$ cat src/rtl/bsg_reg_pkg.sv
// Shared types for the BSG configuration register slave.
// Holds the slave FSM encoding and the default BSG register map offsets
// (control register first, then the two data registers).
package bsg_reg_pkg;

  typedef enum logic [1:0] {
    IDLE  = 2'd0,
    WDATA = 2'd1,
    RRESP = 2'd2,
    TURN  = 2'd3
  } state_t;

  localparam int CTRL_OFS  = 0;
  localparam int DATA0_OFS = 1;
  localparam int DATA1_OFS = 2;

endpackage

$ cat src/rtl/bsg_reg_slave.sv
// Register-file slave: address beat then data beat, registers exposed on a flat bus.
// Latency: write visible on REG_OUT the cycle after the data beat; read response the cycle after the address beat.
// Backpressure: READY_OUT is registered; it drops for one bubble cycle after every read or write.
module bsg_reg_slave
  import bsg_reg_pkg::*;
#(
  parameter int                    DATA_WIDTH = 8,
  parameter int                    NUM_REGS   = DATA1_OFS + 1,
  parameter logic [DATA_WIDTH-1:0] BASE_ADDR  = 8'h10
) (
  input  logic                           G_CLK_TX,
  input  logic                           rst,
  input  logic                           VALID_IN,
  input  logic                           WRITE_IN,
  input  logic [DATA_WIDTH-1:0]          ADDR_IN,
  input  logic [DATA_WIDTH-1:0]          DATA_IN,
  output logic                           READY_OUT,
  output logic                           VALID_OUT,
  output logic [DATA_WIDTH-1:0]          DATA_OUT,
  output logic                           ERR_OUT,
  output logic [NUM_REGS*DATA_WIDTH-1:0] REG_OUT
);

  // Range arithmetic is one bit wider than the address so that
  // BASE_ADDR+NUM_REGS never wraps back into the low addresses.
  localparam int            AW = DATA_WIDTH + 1;
  localparam logic [AW-1:0] LO = {1'b0, BASE_ADDR};
  localparam logic [AW-1:0] HI = LO + AW'(NUM_REGS);

  // One-hot register select; all zeros means the address is unmapped.
  function automatic logic [NUM_REGS-1:0] decode(input logic [DATA_WIDTH-1:0] a);
    logic [AW-1:0]       aw;
    logic [NUM_REGS-1:0] hit;
    aw  = {1'b0, a};
    hit = '0;
    if ((aw >= LO) && (aw < HI)) begin
      for (int i = 0; i < NUM_REGS; i++) begin
        hit[i] = ((aw - LO) == AW'(i));
      end
    end
    return hit;
  endfunction

  state_t                state_q;
  logic                  ready_q;
  logic                  valid_q;
  logic                  err_q;
  logic [DATA_WIDTH-1:0] data_q;
  logic [DATA_WIDTH-1:0] addr_q;
  logic                  write_q;
  logic [DATA_WIDTH-1:0] regs_q [NUM_REGS];

  logic                  beat;
  logic [NUM_REGS-1:0]   rd_hit;
  logic [NUM_REGS-1:0]   wr_hit;
  logic [DATA_WIDTH-1:0] rd_data;

  // READY_OUT comes only from a flop, so VALID_IN never reaches it combinationally.
  assign beat = VALID_IN && ready_q;

  // Decode the live address (reads answer straight from the address beat)
  // and the latched address (writes complete on the later data beat).
  always_comb begin
    rd_hit  = decode(ADDR_IN);
    wr_hit  = decode(addr_q);
    rd_data = '0;
    for (int i = 0; i < NUM_REGS; i++) begin
      if (rd_hit[i]) begin
        rd_data = rd_data | regs_q[i];
      end
    end
  end

  // Handshake FSM, register array and registered response outputs.
  always_ff @(posedge G_CLK_TX or negedge rst) begin
    if (!rst) begin
      state_q <= IDLE;
      ready_q <= 1'b0;
      valid_q <= 1'b0;
      err_q   <= 1'b0;
      data_q  <= '0;
      addr_q  <= '0;
      write_q <= 1'b0;
      for (int i = 0; i < NUM_REGS; i++) begin
        regs_q[i] <= '0;
      end
    end else begin
      // Response flags are single-cycle pulses unless re-armed below.
      valid_q <= 1'b0;
      err_q   <= 1'b0;
      case (state_q)
        IDLE: begin
          ready_q <= 1'b1;
          if (beat) begin
            addr_q  <= ADDR_IN;
            write_q <= WRITE_IN;
            if (WRITE_IN) begin
              state_q <= WDATA;
            end else begin
              // Read answers during the RRESP bubble; unmapped reads return zero.
              state_q <= RRESP;
              ready_q <= 1'b0;
              valid_q <= 1'b1;
              err_q   <= ~|rd_hit;
              data_q  <= rd_data;
            end
          end
        end
        WDATA: begin
          if (beat) begin
            for (int i = 0; i < NUM_REGS; i++) begin
              if (wr_hit[i] && write_q) begin
                regs_q[i] <= DATA_IN;
              end
            end
            err_q   <= ~|wr_hit;
            state_q <= TURN;
            ready_q <= 1'b0;
          end
        end
        RRESP: begin
          state_q <= IDLE;
          ready_q <= 1'b1;
        end
        TURN: begin
          state_q <= IDLE;
          ready_q <= 1'b1;
        end
        default: begin
          state_q <= IDLE;
          ready_q <= 1'b0;
        end
      endcase
    end
  end

  assign READY_OUT = ready_q;
  assign VALID_OUT = valid_q;
  assign ERR_OUT   = err_q;
  assign DATA_OUT  = data_q;

  for (genvar g = 0; g < NUM_REGS; g++) begin : g_reg_out
    assign REG_OUT[g*DATA_WIDTH +: DATA_WIDTH] = regs_q[g];
  end

endmodule

$ cat config.mk
export PLATFORM = sky130hd
export DESIGN_NAME = bsg_reg_slave
export DESIGN_NICKNAME = d
export VERILOG_FILES = /design/src/rtl/bsg_reg_pkg.sv /design/src/rtl/bsg_reg_slave.sv
export SDC_FILE = /design/constraint.sdc
export NUM_CORES = 1
export LEC_CHECK = 0
export CAP_MARGIN = 20
export CORE_MARGIN = 2
export CORE_UTILIZATION = 48
export DETAILED_ROUTE_END_ITERATION = 12
export PLACE_DENSITY = 0.87
export SETUP_SLACK_MARGIN = 0.5
export SKIP_CTS_REPAIR_TIMING = 1
export SYNTH_ARGS = -nofsm -noshare
export SYNTH_HDL_FRONTEND = slang
export SYNTH_SLANG_ARGS = --single-unit
$ cat constraint.sdc
create_clock -name G_CLK_TX -period 2.2 [get_ports G_CLK_TX]
set_input_delay 0.33 -clock G_CLK_TX [delete_from_list [all_inputs] [get_ports G_CLK_TX]]
set_output_delay 0.33 -clock G_CLK_TX [all_outputs]
set_load 0.05 [all_outputs]
[After elaboration in Yosys (flattened, before gate mapping)]
Cells that the tools add are included.
Word-level totals
  output and inout port bits: 35
  flip-flop bits (word level): 46
  logic and storage cells: 68
Operators by class
  reductions and logical operators: 20
  eq/ne operators: 9
  multiplexer cells: 20
  bitwise operators: 3
  magnitude comparators: 4
  $add $sub $neg: 2
Operators with widths (count)
  $mux W8: 3
  $eq A9 B1 Y1 const B: 2
  $eq A9 B2 Y1 const B: 2
  $logic_not A9 Y1: 2
  $sub A8 B5 Y9 const B: 2
  $ge A8 B5 Y1 const B: 2
  $lt A8 B5 Y1 const B: 2
  $or A8 B8 Y8: 2
  $reduce_and A3 Y1: 4
  $mux W1: 9
  $logic_and A1 B1 Y1: 6
  $mux W2: 3
  $mux W3: 2
  $pmux W2 S3: 1
  $reduce_or A3 Y1: 2
  $eq A2 B2 Y1 const B: 2
  $ne A2 B2 Y1 const B: 2
  $reduce_and A2 Y1: 2
  $pmux W1 S3: 1
  $eq A2 B1 Y1 const B: 1
  $logic_not A1 Y1: 2
  $logic_not A2 Y1: 1
  $pmux W1 S2: 1
  $reduce_or A2 Y1: 1
  $not A1 Y1: 1

[Longest topological paths before layout]
  depth after elaboration: 8
  gate-level depth with buffers: 5

[Worst setup path before layout]
No wires, ideal clock.
  path type: register to register
  from: reg ready_q (netlist: READY_OUT)
  to: reg regs_q, in the netlist REG_OUT[0]
  clock period less this slack: 2.204 ns
  library setup time: 0.125 ns
  arrival time: 2.079 ns
  slack: -0.004 ns
  cell stages (with the launch flop): 5
  required time: 2.075 ns
  buffers on the path: 1
  path through: dfrtp_1 > nand4b_1 > or4_4 > buf_6 > mux2_4
Between the ends
  longest elaborated chain between the ends: 2
RTL lines
  start, declared: line bsg_reg_slave.sv:45  | logic ready_q;
  start signal, assigned: line bsg_reg_slave.sv:78  | ready_q <= 1'b0;
  start signal, assigned: line bsg_reg_slave.sv:93  | ready_q <= 1'b1;
  start signal, assigned: line bsg_reg_slave.sv:102  | ready_q <= 1'b0;
  $logic_and A1 B1 Y1: line bsg_reg_slave.sv:59  | assign beat = VALID_IN && ready_q;
  $reduce_and A3 Y1 (no line)
  end signal, assigned by index: line bsg_reg_slave.sv:85  | regs_q[i] <= '0;
  end signal, assigned by index: line bsg_reg_slave.sv:113  | regs_q[i] <= DATA_IN;
  end, declared: line bsg_reg_slave.sv:51  | logic [DATA_WIDTH-1:0] regs_q [NUM_REGS];
No other way between the ends.
A chain may end at the register's enable or synchronous reset.

[Worst setup path in the final report]
  from: reg addr_q[5]
  to: reg regs_q, in the netlist REG_OUT[7]
Between the ends
  longest elaborated chain between the ends: 5
  elaborated cells between the ends (all ways): 8
RTL lines
  start, declared: line bsg_reg_slave.sv:49  | logic [DATA_WIDTH-1:0] addr_q;
  start signal, assigned: line bsg_reg_slave.sv:82  | addr_q <= '0;
  start signal, assigned: line bsg_reg_slave.sv:95  | addr_q <= ADDR_IN;
  $sub A8 B5 Y9 (tied with other cells): line bsg_reg_slave.sv:38  | hit[i] = ((aw - LO) == AW'(i));
  $logic_not A9 Y1 or $logic_and A1 B1 Y1 (tied branches): line bsg_reg_slave.sv:38, bsg_reg_slave.sv:36
  $mux W3 (*): line bsg_reg_slave.sv:36  | if ((aw >= LO) && (aw < HI)) begin
  $logic_and A1 B1 Y1 (*): line bsg_reg_slave.sv:112  | if (wr_hit[i] && write_q) begin
  $reduce_and A3 Y1 (no line) (*)
Mark *: on every way between the ends. The rest lies on a longest branch, timed or not.

==> results <==
- Setup repair after global routing could not meet its margin everywhere.
- The width of the chip is 69.1 um.
- The clock input transition at the sequential cells of the worst setup and hold paths is about 0.090 ns.
- The internal power of the cells totals roughly 0.0018 W.
- The initial antenna violation count is 0.
- The share of flip-flops with an asynchronous set or reset is 100%.
- The launch point of the worst path is addr_q[5].
- The detail route stage leaves a number of antenna-violating nets equal to 0.
- The routed length per placed instance is between 20 and 25 um.
- The via count is 1432.
- The most repeated cell in the gate-level netlist after synthesis is sky130_fd_sc_hd__dfrtp_1.
- The maximum level of the CTS H-tree is 2.
- The average instance area after synthesis is 14.7 um2.
- The register-to-register setup slack is approximately 0.12 ns.
- The effective utilization at floorplan is roughly half.
- Compared with the post-synthesis result, the final layout area differs by 46.2%.
- The overall track demand over capacity in global routing is a little over a fifth.
- The actual slew at the worst max-slew pin is 0.794 ns.
- Summed over all instances, the cell type with the most area after synthesis is sky130_fd_sc_hd__dfrtp_1.
- The kind of path behind the tightest hold check is primary input to asynchronous set/reset pin.
- The family of cells with the greatest summed delay on the critical path is simple AND/OR/NAND/NOR gates.
- The worst slack after detailed placement is 0.0571 ns.
- Of the total power, the share spent switching nets is a little under a third.
- The weighted congestion at the end of routability-driven global placement is 0.795.
- In this run, the clock network consumes 29.4% of the power.
- The largest fanout of any net on the critical path is 8.
- The number of buffers inserted during clock tree synthesis is 5.
- The number of port buffers is 54.
- The number of fill cells in the layout is roughly 240.
- In this run the tightest slew margin relative to its limit is a little under half.
- The synthesized netlist cell count is between 100 and 150.
- With fillers left out, the area of the finished cells amounts to slightly below 0.003 mm2.
- The startpoint identified for the worst register-to-register timing path is addr_q[5].
- The sequential standard cell area is around 0.0012 mm2.
- The height of the chip is 69.1 um.
- Data arrives at the worst endpoint at ~2.3 ns.
- The run finished with clean final reports.
- The area of the placeable core is between 0.004 and 0.005 mm2.
- The wire length of the first global-routing pass is roughly 8000 um.
- The fraction of power consumed by sequential logic is a little over two fifths.
- The destination of the worst register-to-register timing path is REG_OUT[7].
- The largest vdd supply drop is around 0.6 mV.
- The kind of start point of the critical path is a flop.
- The top cell type by area accounts for between 50 and 60% of the synthesized area.
- The clock net sink count is 46.
- The antenna diode instance count is 0.
- between 50 and 60 I/O pins were placed.
- Summed over all layers, the routed wires come to 5130 um.
- The maximum number of pins on one net before global-route repair is 34.
- The hold violation total from the final report is 0.
- Data on the critical path is required at its endpoint by between 2 and 2.5 ns.
- The area of the mapped netlist is 0.00203 mm2.
- Summed over all failing endpoints, the final setup total negative slack is 0 ns.
- After synthesis, the most frequently instantiated cells are sky130_fd_sc_hd__dfrtp_1 (46), sky130_fd_sc_hd__mux2_2 (25).
- STA classifies the critical path endpoint as a flop.
- The slowest library cell on the worst path is sky130_fd_sc_hd__or4_4.
- Ranked by total cell area, the synthesized netlist is headed by sky130_fd_sc_hd__dfrtp_1 (57%), sky130_fd_sc_hd__mux2_2 (14%), sky130_fd_sc_hd__mux2_4 (5.9%).
- The die area is between 0.004 and 0.005 mm2.
- Of the cells placed in the final design, the portion with a size suffix greater than 1 is about 32%.
- The clock reaches the later pin of the worst-skew pair after around 0.3 ns.
- The total of endpoints with negative setup slack in the final report is 0.
- The clock period could shrink to between 2 and 2.5 ns.
- In this run the power spent charging and discharging nets is approximately 0.00082 W.
- The total power is around 0.0026 W.
- After detailed routing, the number of vias per cell comes to roughly 5.6.
- Synthesis produced a netlist with a net count of 158.
- In the post-route analysis, the smallest setup slack over all paths is between 0.1 and 0.15 ns.
- The DRC violation total after the first TritonRoute iteration is 94.
- The critical setup path kind is flop to flop.
- Summing all placed instances gives a cell area of 0.00272 mm2.
- TritonCTS built the clock tree.
- For this run, the top clock speed supported by timing is 482 MHz.
- The max-slew violation total from the final report came to 0.
- The row count is 23.
- The synthesized design contains 0 enable-type register cells.
- The final net count is 225.
- Summed over all cells, the static leakage comes to 1.94 nW.
- Once detailed placement completed, the half-perimeter wirelength came to roughly 3500 um.
- For this run the aggregate overflow at the end of global routing stands at 0.
- For the worst flop-to-flop path, the logic depth is 3.
- In this design, the stage delay of the slowest critical-path cell is about 0.7 ns.
- The area of the multi-input gates is slightly below 900 um2.
- For this run, the number of Yosys warnings is 0.
- The part of the Yosys area used for sequential elements is between 50% and 60%.
- The number of global-route vias before repair came to around 1500.
- The worst hold slack is just over 0.07 ns.
- For this run, the leading register cell type out of synthesis is sky130_fd_sc_hd__dfrtp_1.
- Dividing the final minimum period by the clock period gives a little over nine tenths.
- The setup clock skew after layout is 0.00733 ns.
- No sink is reached through more buffers than the 2 on the longest clock path.
- The share of total power dissipated in combinational logic is about 28%.
- The count of unique library cells instantiated by Yosys is 26.
- For this run, the detailed router's first-pass iteration total came to 4.
- The power density over the cells is 887 mW/mm2.
- In this run the clock root is driven by a sky130_fd_sc_hd__clkbuf_8.
- The critical path goes through or4b_4 -> or4_4 -> mux2_4.
- The post-route DRC violation count is 0.
- The max-capacitance violation count is 0.
- The flip-flop and latch count after synthesis is 46.
- Together, buffers and inverters on the worst path number 0.
worst register-to-register path, delay by kind of cell (launching register included):
kind / cells / cell delay (ns)
flops: 1 / 0.39
simple gates: 2 / 1.24
mux: 1 / 0.35
routing by layer:
metal / up-vias / global-route usage [%] / part of all wire [%]
met5: - / 0 / 0
met4: 0 / 8.50 / 3.1
met3: 14 / 3.36 / 3.4
met2: 43 / 34.9 / 51
met1: 723 / 28.6 / 43
li1: 652 / - / -
state kept, by name, summed over array words and instances (netlist names):
signal / count
ERR_OUT: 1
write_q: 1
state_q: 2
DATA_OUT: 8
READY_OUT: 1
addr_q: 8
VALID_OUT: 1
REG_OUT: 24
cell type report:
type,instances,area share [%]
repair buffers,66,24.3
clock buffers,6,2.78
clock inverters,2,2.02
inverters,3,0.379
flip-flops and latches,46,38.8
well taps,50,2.11
multi-input cells,83,29.7
power by group through the flow:
stage / clock, W / combinational, W / sequential, W
after floorplan: 0 / 0.000329 / 0.00128
after global placement: 0 / 0.000711 / 0.00112
after detailed placement: 0 / 0.000734 / 0.00113
after CTS: 0.000765 / 0.000738 / 0.00112
after global routing: 0.000812 / 0.000783 / 0.00114
final: 0.000774 / 0.000740 / 0.00112
stage by stage:
step | instances | utilization (%)
final | 256 | 73.7
after global routing | 256 | 73.7
after CTS | 255 | 71.1
after detailed placement | 247 | 67.5
after global placement | 247 | 67.5
after floorplan | 138 | -
logic make-up after synthesis:
group | after synthesis | synth area share, %
flip-flops | 46 | 56.7
multiplexers | 41 | 23.7
AO/OA/AOI/OAI | 23 | 8.93
AND/OR/NAND/NOR | 19 | 8.68
buffers and inverters | 9 | 2.03
cells in the final DEF, fill, tap and decap left out, types with 3 or more instances in the layout:
master                            count
sky130_fd_sc_hd__clkbuf_8             6
sky130_fd_sc_hd__dfrtp_1             45
sky130_fd_sc_hd__clkdlybuf4s50_1     18
sky130_fd_sc_hd__mux2i_1              8
sky130_fd_sc_hd__buf_4               10
sky130_fd_sc_hd__mux2_2              15
sky130_fd_sc_hd__a22o_1               8
sky130_fd_sc_hd__mux2_4              18
sky130_fd_sc_hd__inv_1                3
sky130_fd_sc_hd__dlymetal6s2s_1      35
sky130_fd_sc_hd__or2_2                4
sky130_fd_sc_hd__nand3b_1             3
sky130_fd_sc_hd__o2bb2ai_1            8
sky130_fd_sc_hd__a21oi_1              3
how the worst max path moves through the flow:
stage / endpoint / slack, ns / depth (start not counted)
3_5_place_dp: REG_OUT[8] / 0.06 / 6
3_3_place_gp: REG_OUT[23] / 0.12 / 6
5_1_grt: REG_OUT[7] / 0.1 / 3
2_1_floorplan: REG_OUT[0] / 0.21 / 4
4_1_cts: REG_OUT[6] / 0.13 / 3
6_report: REG_OUT[7] / 0.12 / 3
Note: power is estimated with default switching activity, not from simulation.
